$ cat config.mk
export PLATFORM = sky130hd
export DESIGN_NAME = perf_monitor
export DESIGN_NICKNAME = d
export VERILOG_FILES = /design/src/rtl/perf_monitor_pkg.sv /design/src/rtl/perf_monitor_counter.sv /design/src/rtl/perf_monitor.sv
export SDC_FILE = /design/constraint.sdc
export NUM_CORES = 1
export LEC_CHECK = 0
export CAP_MARGIN = 20
export CORE_MARGIN = 2
export CORE_UTILIZATION = 55
export CTS_BUF_LIST = sky130_fd_sc_hd__clkbuf_8
export DETAILED_ROUTE_END_ITERATION = 8
export PLACE_DENSITY = 0.77
export SLEW_MARGIN = 15
export SYNTH_ARGS = -nofsm -noshare
export SYNTH_HDL_FRONTEND = slang
export SYNTH_SLANG_ARGS = --single-unit
$ cat constraint.sdc
create_clock -name clk_i -period 5 [get_ports clk_i]
set_input_delay 0.75 -clock clk_i [delete_from_list [all_inputs] [get_ports clk_i]]
set_output_delay 0.75 -clock clk_i [all_outputs]
set_load 0.01 [all_outputs]
$ cat src/rtl/perf_monitor_pkg.sv
// Shared types and constants for the performance-monitor peripheral:
// FSM states, CTRL command codes and register-window offsets.
package perf_monitor_pkg;

  typedef enum logic [1:0] {
    IDLE = 2'd0,
    RUN  = 2'd1,
    FINI = 2'd2
  } state_e;

  localparam logic [1:0] CMD_NOP    = 2'b00;
  localparam logic [1:0] CMD_START  = 2'b01;
  localparam logic [1:0] CMD_FINISH = 2'b10;
  localparam logic [1:0] CMD_CLEAR  = 2'b11;

  localparam logic [4:0] OFS_CTRL = 5'h00;
  localparam logic [4:0] OFS_CYC  = 5'h04;
  localparam logic [4:0] OFS_RET  = 5'h08;
  localparam logic [4:0] OFS_BP   = 5'h0C;
  localparam logic [4:0] OFS_BM   = 5'h10;

endpackage

$ cat src/rtl/perf_monitor_counter.sv
// One wrapping event counter with a sticky overflow flag set on the
// all-ones to zero transition.
module perf_counter #(
  parameter int CNT_W = 32
) (
  input  logic             clk_i,
  input  logic             rst_n,
  input  logic             clr_i,
  input  logic             inc_i,
  input  logic             en_i,
  output logic [CNT_W-1:0] cnt_o,
  output logic             ovf_o
);

  always_ff @(posedge clk_i) begin
    if (!rst_n || clr_i) begin
      cnt_o <= '0;
      ovf_o <= 1'b0;
    end else if (en_i && inc_i) begin
      cnt_o <= cnt_o + CNT_W'(1);
      if (&cnt_o) ovf_o <= 1'b1;
    end
  end

endmodule

$ cat src/rtl/perf_monitor.sv
// Memory-mapped performance monitor: counts cycles, retires, branches and
// mispredicts while in RUN; CTRL writes drive the IDLE/RUN/FINI state machine.
module perf_monitor
  import perf_monitor_pkg::*;
#(
  parameter logic [31:0] BASE_ADDR  = 32'h40008000,
  parameter int          CNT_W      = 32,
  parameter bit          AUTO_START = 1'b1
) (
  input  logic        clk_i,
  input  logic        rst_n,
  input  logic        retire_i,
  input  logic        br_i,
  input  logic        br_misp_i,
  input  logic [31:0] dbus_addr_i,
  input  logic        dbus_we_i,
  input  logic        dbus_re_i,
  input  logic [31:0] dbus_wdata_i,
  output logic [31:0] dbus_rdata_o,
  output logic        dbus_rvalid_o,
  output logic        running_o,
  output logic        fini_o
);

  state_e           state, state_nx;
  logic             hit, ctrl_wr, clr, en;
  logic [1:0]       cmd;
  logic [4:0]       ofs;
  logic [3:0]       inc, ovf;
  logic [CNT_W-1:0] cnt [4];
  logic [31:0]      rd_val, rd_data_p1;
  logic             vld_p1;
  logic             unused_bits;

  assign hit     = (dbus_addr_i[31:5] == BASE_ADDR[31:5]);
  assign ofs     = {dbus_addr_i[4:2], 2'b00};
  assign cmd     = dbus_wdata_i[17:16];
  assign ctrl_wr = dbus_we_i && hit && (ofs == OFS_CTRL);
  // START/CLEAR are ignored once finished so the frozen counts survive readout.
  assign clr     = ctrl_wr && (state != FINI) && ((cmd == CMD_START) || (cmd == CMD_CLEAR));
  assign en      = (state == RUN) && !clr;
  assign inc     = {br_i & br_misp_i, br_i, retire_i, 1'b1};

  assign unused_bits = ^{dbus_wdata_i[31:18], dbus_wdata_i[15:0], dbus_addr_i[1:0]};

  always_ff @(posedge clk_i) begin
    if (!rst_n) state <= AUTO_START ? RUN : IDLE;
    else        state <= state_nx;
  end

  always_comb begin
    state_nx = state;
    if (ctrl_wr) begin
      case (state)
        IDLE: begin
          if (cmd == CMD_START)       state_nx = RUN;
          else if (cmd == CMD_FINISH) state_nx = FINI;
        end
        RUN: begin
          if (cmd == CMD_FINISH) state_nx = FINI;
        end
        default: state_nx = state;
      endcase
    end
  end

  always_comb begin
    running_o = (state == RUN);
    fini_o    = (state == FINI);
  end

  for (genvar i = 0; i < 4; i++) begin : g_cnt
    perf_counter #(.CNT_W(CNT_W)) u_cnt (
      .clk_i (clk_i),
      .rst_n (rst_n),
      .clr_i (clr),
      .inc_i (inc[i]),
      .en_i  (en),
      .cnt_o (cnt[i]),
      .ovf_o (ovf[i])
    );
  end

  always_comb begin
    rd_val = '0;
    case (ofs)
      OFS_CTRL: begin
        rd_val[1:0] = state;
        rd_val[7:4] = ovf;
      end
      OFS_CYC: rd_val[CNT_W-1:0] = cnt[0];
      OFS_RET: rd_val[CNT_W-1:0] = cnt[1];
      OFS_BP:  rd_val[CNT_W-1:0] = cnt[2];
      OFS_BM:  rd_val[CNT_W-1:0] = cnt[3];
      default: rd_val = '0;
    endcase
  end

  // Read stage: capture the pre-edge register value one cycle after the request.
  always_ff @(posedge clk_i) begin
    if (!rst_n) begin
      vld_p1     <= 1'b0;
      rd_data_p1 <= '0;
    end else begin
      vld_p1 <= dbus_re_i && hit;
      if (dbus_re_i && hit) rd_data_p1 <= rd_val;
    end
  end

  assign dbus_rdata_o  = rd_data_p1;
  assign dbus_rvalid_o = vld_p1;

endmodule

Word-level counts from Yosys, hierarchy flattened. Index checks and enable logic that the tools add are counted.

Flip-flop bits (word level): 167. Input port bits: 71. Output and inout bits: 35. Word-level logic and storage cells: 55.

$add $sub $neg: 4. Equal/unequal tests: 11. Muxes and demuxes: 7. Bitwise operators: 1. Reductions and logical operators: 21.

Operators with widths (count): AND reduction 33 bit (4); adder 32 x 1 -> 32 bit, second input constant (4); case mux 24 bit (4 select lines) (1); == test 27 x 26 -> 1 bit, second input constant (1); case mux 4 bit (5 select lines) (1); case mux 2 bit (5 select lines) (1); logical AND 1 bit (9); case mux 2 bit (4 select lines) (1); == test 2 bit, second input constant (3); == test 3 x 2 -> 1 bit, second input constant (2); zero test 5 bit (1); == test 2 x 1 -> 1 bit, second input constant (2); 2-to-1 mux 2 bit (2); case mux 2 bit (2 select lines) (1); == test 3 x 1 -> 1 bit, second input constant (1); == test 3 bit, second input constant (1); zero test 1 bit (2); zero test 2 bit (1); logical OR 1 bit (2); inequality test 2 bit, second input constant (1); AND reduction 2 bit (1); nonzero test 2 bit (1); bitwise AND 1 bit (1).

Logic depth before layout (Yosys ltp).
Word-level depth: 9. Depth in mapped cells: 8. Gate-level depth less buffers: 6.

Hierarchy. From an unflattened synthesis, not the netlist that was laid out.

Cells, all modules: 939. Area, all modules: 8334.2 um^2.

Modules (own cells, without submodules): perf_counter (times used 4, cells each 174, area each 1487.7 um^2, seq. area each 660.6 um^2); perf_monitor (times used 1, cells each 243, area each 2383.5 um^2, seq. area each 700.7 um^2).

Worst setup path before layout. No wires, ideal clock.

Kind: input to register. From: input port br_misp_i. To: register g_cnt[3].u_cnt.cnt_o[30]. Setup time: 67 ps. Arrival time: 2335 ps. Data required time: 4933 ps. Setup slack: 2598 ps. Stages on the path: 6. Path buffers: 1. Cells stage by stage: and4b_1 -> buf_2 -> nand2_1 -> or4b_4 -> or4_4 -> a21oi_2.

Cells in the longest elaborated chain, start to end: 2.

RTL lines: start: declaration (line perf_monitor.sv:14) `input logic br_misp_i,`; bitwise AND 1 bit (line perf_monitor.sv:42) `assign inc = {br_i & br_misp_i, br_i, retire_i, 1'b1};`; logical AND 1 bit (line perf_monitor_counter.sv:19) `end else if (en_i && inc_i) begin`; end signal: assignment (line perf_monitor_counter.sv:20) `cnt_o <= cnt_o + CNT_W'(1);`; end: declaration (line perf_monitor_counter.sv:11) `output logic [CNT_W-1:0] cnt_o,`.

No other way between the ends. A chain may end at the register's enable or synchronous reset.

Final worst setup path.
From: register state[0]. To: output port running_o.

Cells in the longest elaborated chain, start to end: 1.

RTL lines: start: declaration (line perf_monitor.sv:25) `state_e state, state_nx;`; start signal: assignment (line perf_monitor.sv:47) `if (!rst_n) state <= AUTO_START ? RUN : IDLE;`; start signal: assignment (line perf_monitor.sv:48) `else state <= state_nx;`; == test 2 x 1 -> 1 bit (line perf_monitor.sv:68) `running_o = (state == RUN);`; end: declaration (line perf_monitor.sv:21) `output logic running_o,`.

No other way between the ends.

==> impl_metrics.tcl <==
set metrics [dict create \
    groute.usage.overall 0.2684 \
    fmaxAchievable_mhz 309.9 \
    clk_path_buf_depth 2 \
    result_of_the_run "finished clean" \
    synth_ff_type "dfxtp_1" \
    peakVddDrop_v 0.0001784 \
    die_width_um 125.4 \
    synthSimpleGateAreaFrac 0.2564 \
    wire_length_of_the_first_global_routing_pass_mm 33.85 \
    cts_made_buffers 17 \
    end_kind "output port" \
    synth_nets 1006 \
    place_congestion 0.8572 \
    cts.clk_slew.worst_paths_ns 0.09 \
    route.final.wire_length_mm 21.01 \
    antenna_found_initial 0 \
    count_of_input_and_output_buffers 73 \
    via_per_inst 6.020 \
    finalSetupTns_ns 0 \
    timing.setup.critical_path_class "reg2out" \
    asyncSetResetFlopFracSynth 0 \
    postCtsSetupBuffers 0 \
    setup_viol 0 \
    synth-seq-area-share 0.4124 \
    crit_path_start_kind "register" \
    ys_top_cells_by_count "dfxtp_1, nor2_1, xor2_1" \
    post_synth_main_area_contributors "dfxtp_1, xor2_1, nor2_1" \
    cts_hold_buf 0 \
    power-per-cell-area_nw_per_um2 253.6 \
    worst_ep_arrival_time_ns 2.48 \
    power.share.switching 0.2491 \
    required_arrival_time_at_the_worst_endpoint_ns 4.25 \
    die_boundary_height_um 125.4 \
    core_area_um2 14480 \
    drt_first_iter_violations 608 \
    slew_viol_final 0 \
    insertion_delay_ns 0.47 \
    timing.max_slew.rel_slack 0.3036 \
    synthAdderAreaFrac 0.006174 \
    synth.distinct_cells 50 \
    antenna_violating_nets_post_route 0 \
    dr_total_vias 7067 \
    comb_power_share 0.053 \
    syn_inst 931 \
    worst_slew_pin_slew_ns 1.037 \
    synth.area.mux_share 0.04260 \
    share_of_post_route_cells_with_drive_strength_above_1 0.05758 \
    unrepaired_setup_endpoints_after_global_routing "false" \
    finalHoldViolCount 0 \
    cts.root.buffer_cell "clkbuf_8" \
    floorplan.initialDensity 0.5599 \
    drt-wirelength-per-cell_um 17.90 \
    sink_count 167 \
    largest_family_of_logic_cells_by_synthesized_area "simple AND/OR/NAND/NOR gates" \
    power.clock.fraction 0.377 \
    synthesis.area_um2 8107 \
    hold_path.class "reg2reg" \
    whs_ns 0.4823 \
    synth-seq-cells 167 \
    post-synth-top-count-cell "dfxtp_1" \
    largest_net_degree_at_the_start_of_global_routing 133 \
    synth-compound-area-share 0.1303 \
    sequential_fraction_of_design_power 0.570 \
    cts_resized 0 \
    core.rowCount 44 \
    area_growth_pct 14.68 \
    p_int_mw 1.770 \
    final_period_minus_worst_setup_slack_ns 3.227 \
    timing.clock.skew_ns 0.01352 \
    n_antenna_cell 0 \
    finalCritPeriodShare 0.6453 \
    synth-warning-count 0 \
    design.portCount 106 \
    drtPass1Iterations 5 \
    switching_power_total_uw 587.1 \
    syn-mean-instance-area_um2 8.707 \
    die-area_um2 15730 \
    cap_viol_max_count 0 \
    synth-edff-count 0 \
    netlist.area_leader.share 0.4124 \
    critical_path_maximum_fanout 11 \
    h_tree_depth 4 \
    drc 0 \
    post-dp-hpwl_mm 14.89 \
    finalNetCount 1052 \
    yosysTopAreaCell "dfxtp_1" \
    clock_tree_from_tritoncts "built" \
    first_global_vias 6479 \
    static-leakage-power_nw 3.136 \
    residual_overflow_from_global_routing 0 \
    post_synth_xor_area_fraction 0.1156 \
]
placed cells by master (no fill, tap or decap), drive strengths merged, types with 3 or more instances in the layout:
master | synthesis | routed
o31ai | 5 | 5
and3 | 17 | 17
nor4 | 28 | 28
nand3 | 43 | 43
o211a | 8 | 8
mux2i | 30 | 30
and4 | 18 | 18
nand2 | 47 | 47
buf | 15 | 9
nand4 | 39 | 39
nor2 | 132 | 132
nor3 | 24 | 24
xor2 | 58 | 58
inv | 22 | 25
mux2 | 4 | 4
clkdlybuf4s50 | 0 | 71
a22oi | 36 | 36
nor4b | 3 | 3
a21oi | 24 | 24
nor2b | 6 | 6
ha | 4 | 4
clkinv | 0 | 4
o22ai | 25 | 25
a22o | 25 | 25
xnor2 | 49 | 49
or4 | 8 | 8
nand3b | 3 | 3
clkbuf | 38 | 17
nand4b | 3 | 3
clkinvlp | 0 | 7
and2 | 5 | 5
dfxtp | 167 | 167
o221ai | 7 | 7
or3 | 11 | 11
o21ai | 14 | 14
final timing paths:
| kind | from | endpoint | slack (ns) | cells past startpoint |
|---|---|---|---|---|
| max | state[0] | running_o | 1.77 | 3 |
| min | dbus_rdata_o[21] | dbus_rdata_o[21] | 0.48 | 1 |
| max reg2reg | state[0] | g_cnt[3].u_cnt.cnt_o[30] | 2.35 | 5 |
| min reg2reg | dbus_rdata_o[21] | dbus_rdata_o[21] | 0.48 | 1 |
power groups by stage:
stage / logic [mW] / registers (mW) / clock network, mW
after floorplan: 0.0702 / 1.37 / 0
after global placement: 0.121 / 1.37 / 0
after detailed placement: 0.123 / 1.37 / 0
after CTS: 0.123 / 1.34 / 0.899
after global routing: 0.136 / 1.34 / 0.954
final: 0.125 / 1.34 / 0.889
critical path: stages (launching register included):
cell             delay, ns
dfxtp_1               0.58
inv_1                 0.14
nor2_1                0.62
clkdlybuf4s50_1       0.67
flip-flops by register name (all words and copies together) (netlist names):
register	count
dbus_rdata_o	32
dbus_rvalid_o	1
g_cnt.u_cnt.cnt_o	128
g_cnt.u_cnt.ovf_o	4
state	2
through the flow:
stage / cell area (um^2) / instances / power [mW] / util / worst slack, ns
6_report: 9296 / 1174 / 2.357 / 0.6421 / 1.773
5_1_grt: 9296 / 1174 / 2.435 / 0.6421 / 1.664
4_1_cts: 9281 / 1173 / 2.365 / 0.6410 / 1.767
3_5_place_dp: 8930 / 1141 / 1.498 / 0.6167 / 1.747
3_3_place_gp: 8930 / 1141 / 1.495 / 0.6167 / 1.761
2_1_floorplan: 8107 / 931 / 1.443 / - / 2.598
kinds of logic (layout without fill, tap and decap cells):
logic type / Yosys count / after routing
AND/OR/NAND/NOR: 396 / 396
adder cells (fa/ha/maj): 4 / 4
multiplexers: 34 / 34
AO/OA/AOI/OAI: 148 / 148
buffers and inverters: 75 / 134
XOR/XNOR: 107 / 107
flip-flops: 167 / 167
metal layers:
| layer | share of wire | track usage | up-vias |
|---|---|---|---|
| li1 | - | - | 3473 |
| met2 | 0.46 | 0.4092 | 193 |
| met5 | 0 | 0 | - |
| met4 | 0.014 | 0.07712 | 0 |
| met1 | 0.47 | 0.3929 | 3379 |
| met3 | 0.056 | 0.04450 | 22 |
layout make-up:
cell class,instances,area (um^2)
flip-flops and latches,167,3343
fillers,1256,5182
clock buffers,17,234.0
repair buffers,80,793.3
clock inverters,15,117.6
well taps,184,230.2
multi-input cells,689,4496
inverters,22,82.58
Power figures use the tool's default switching activity.
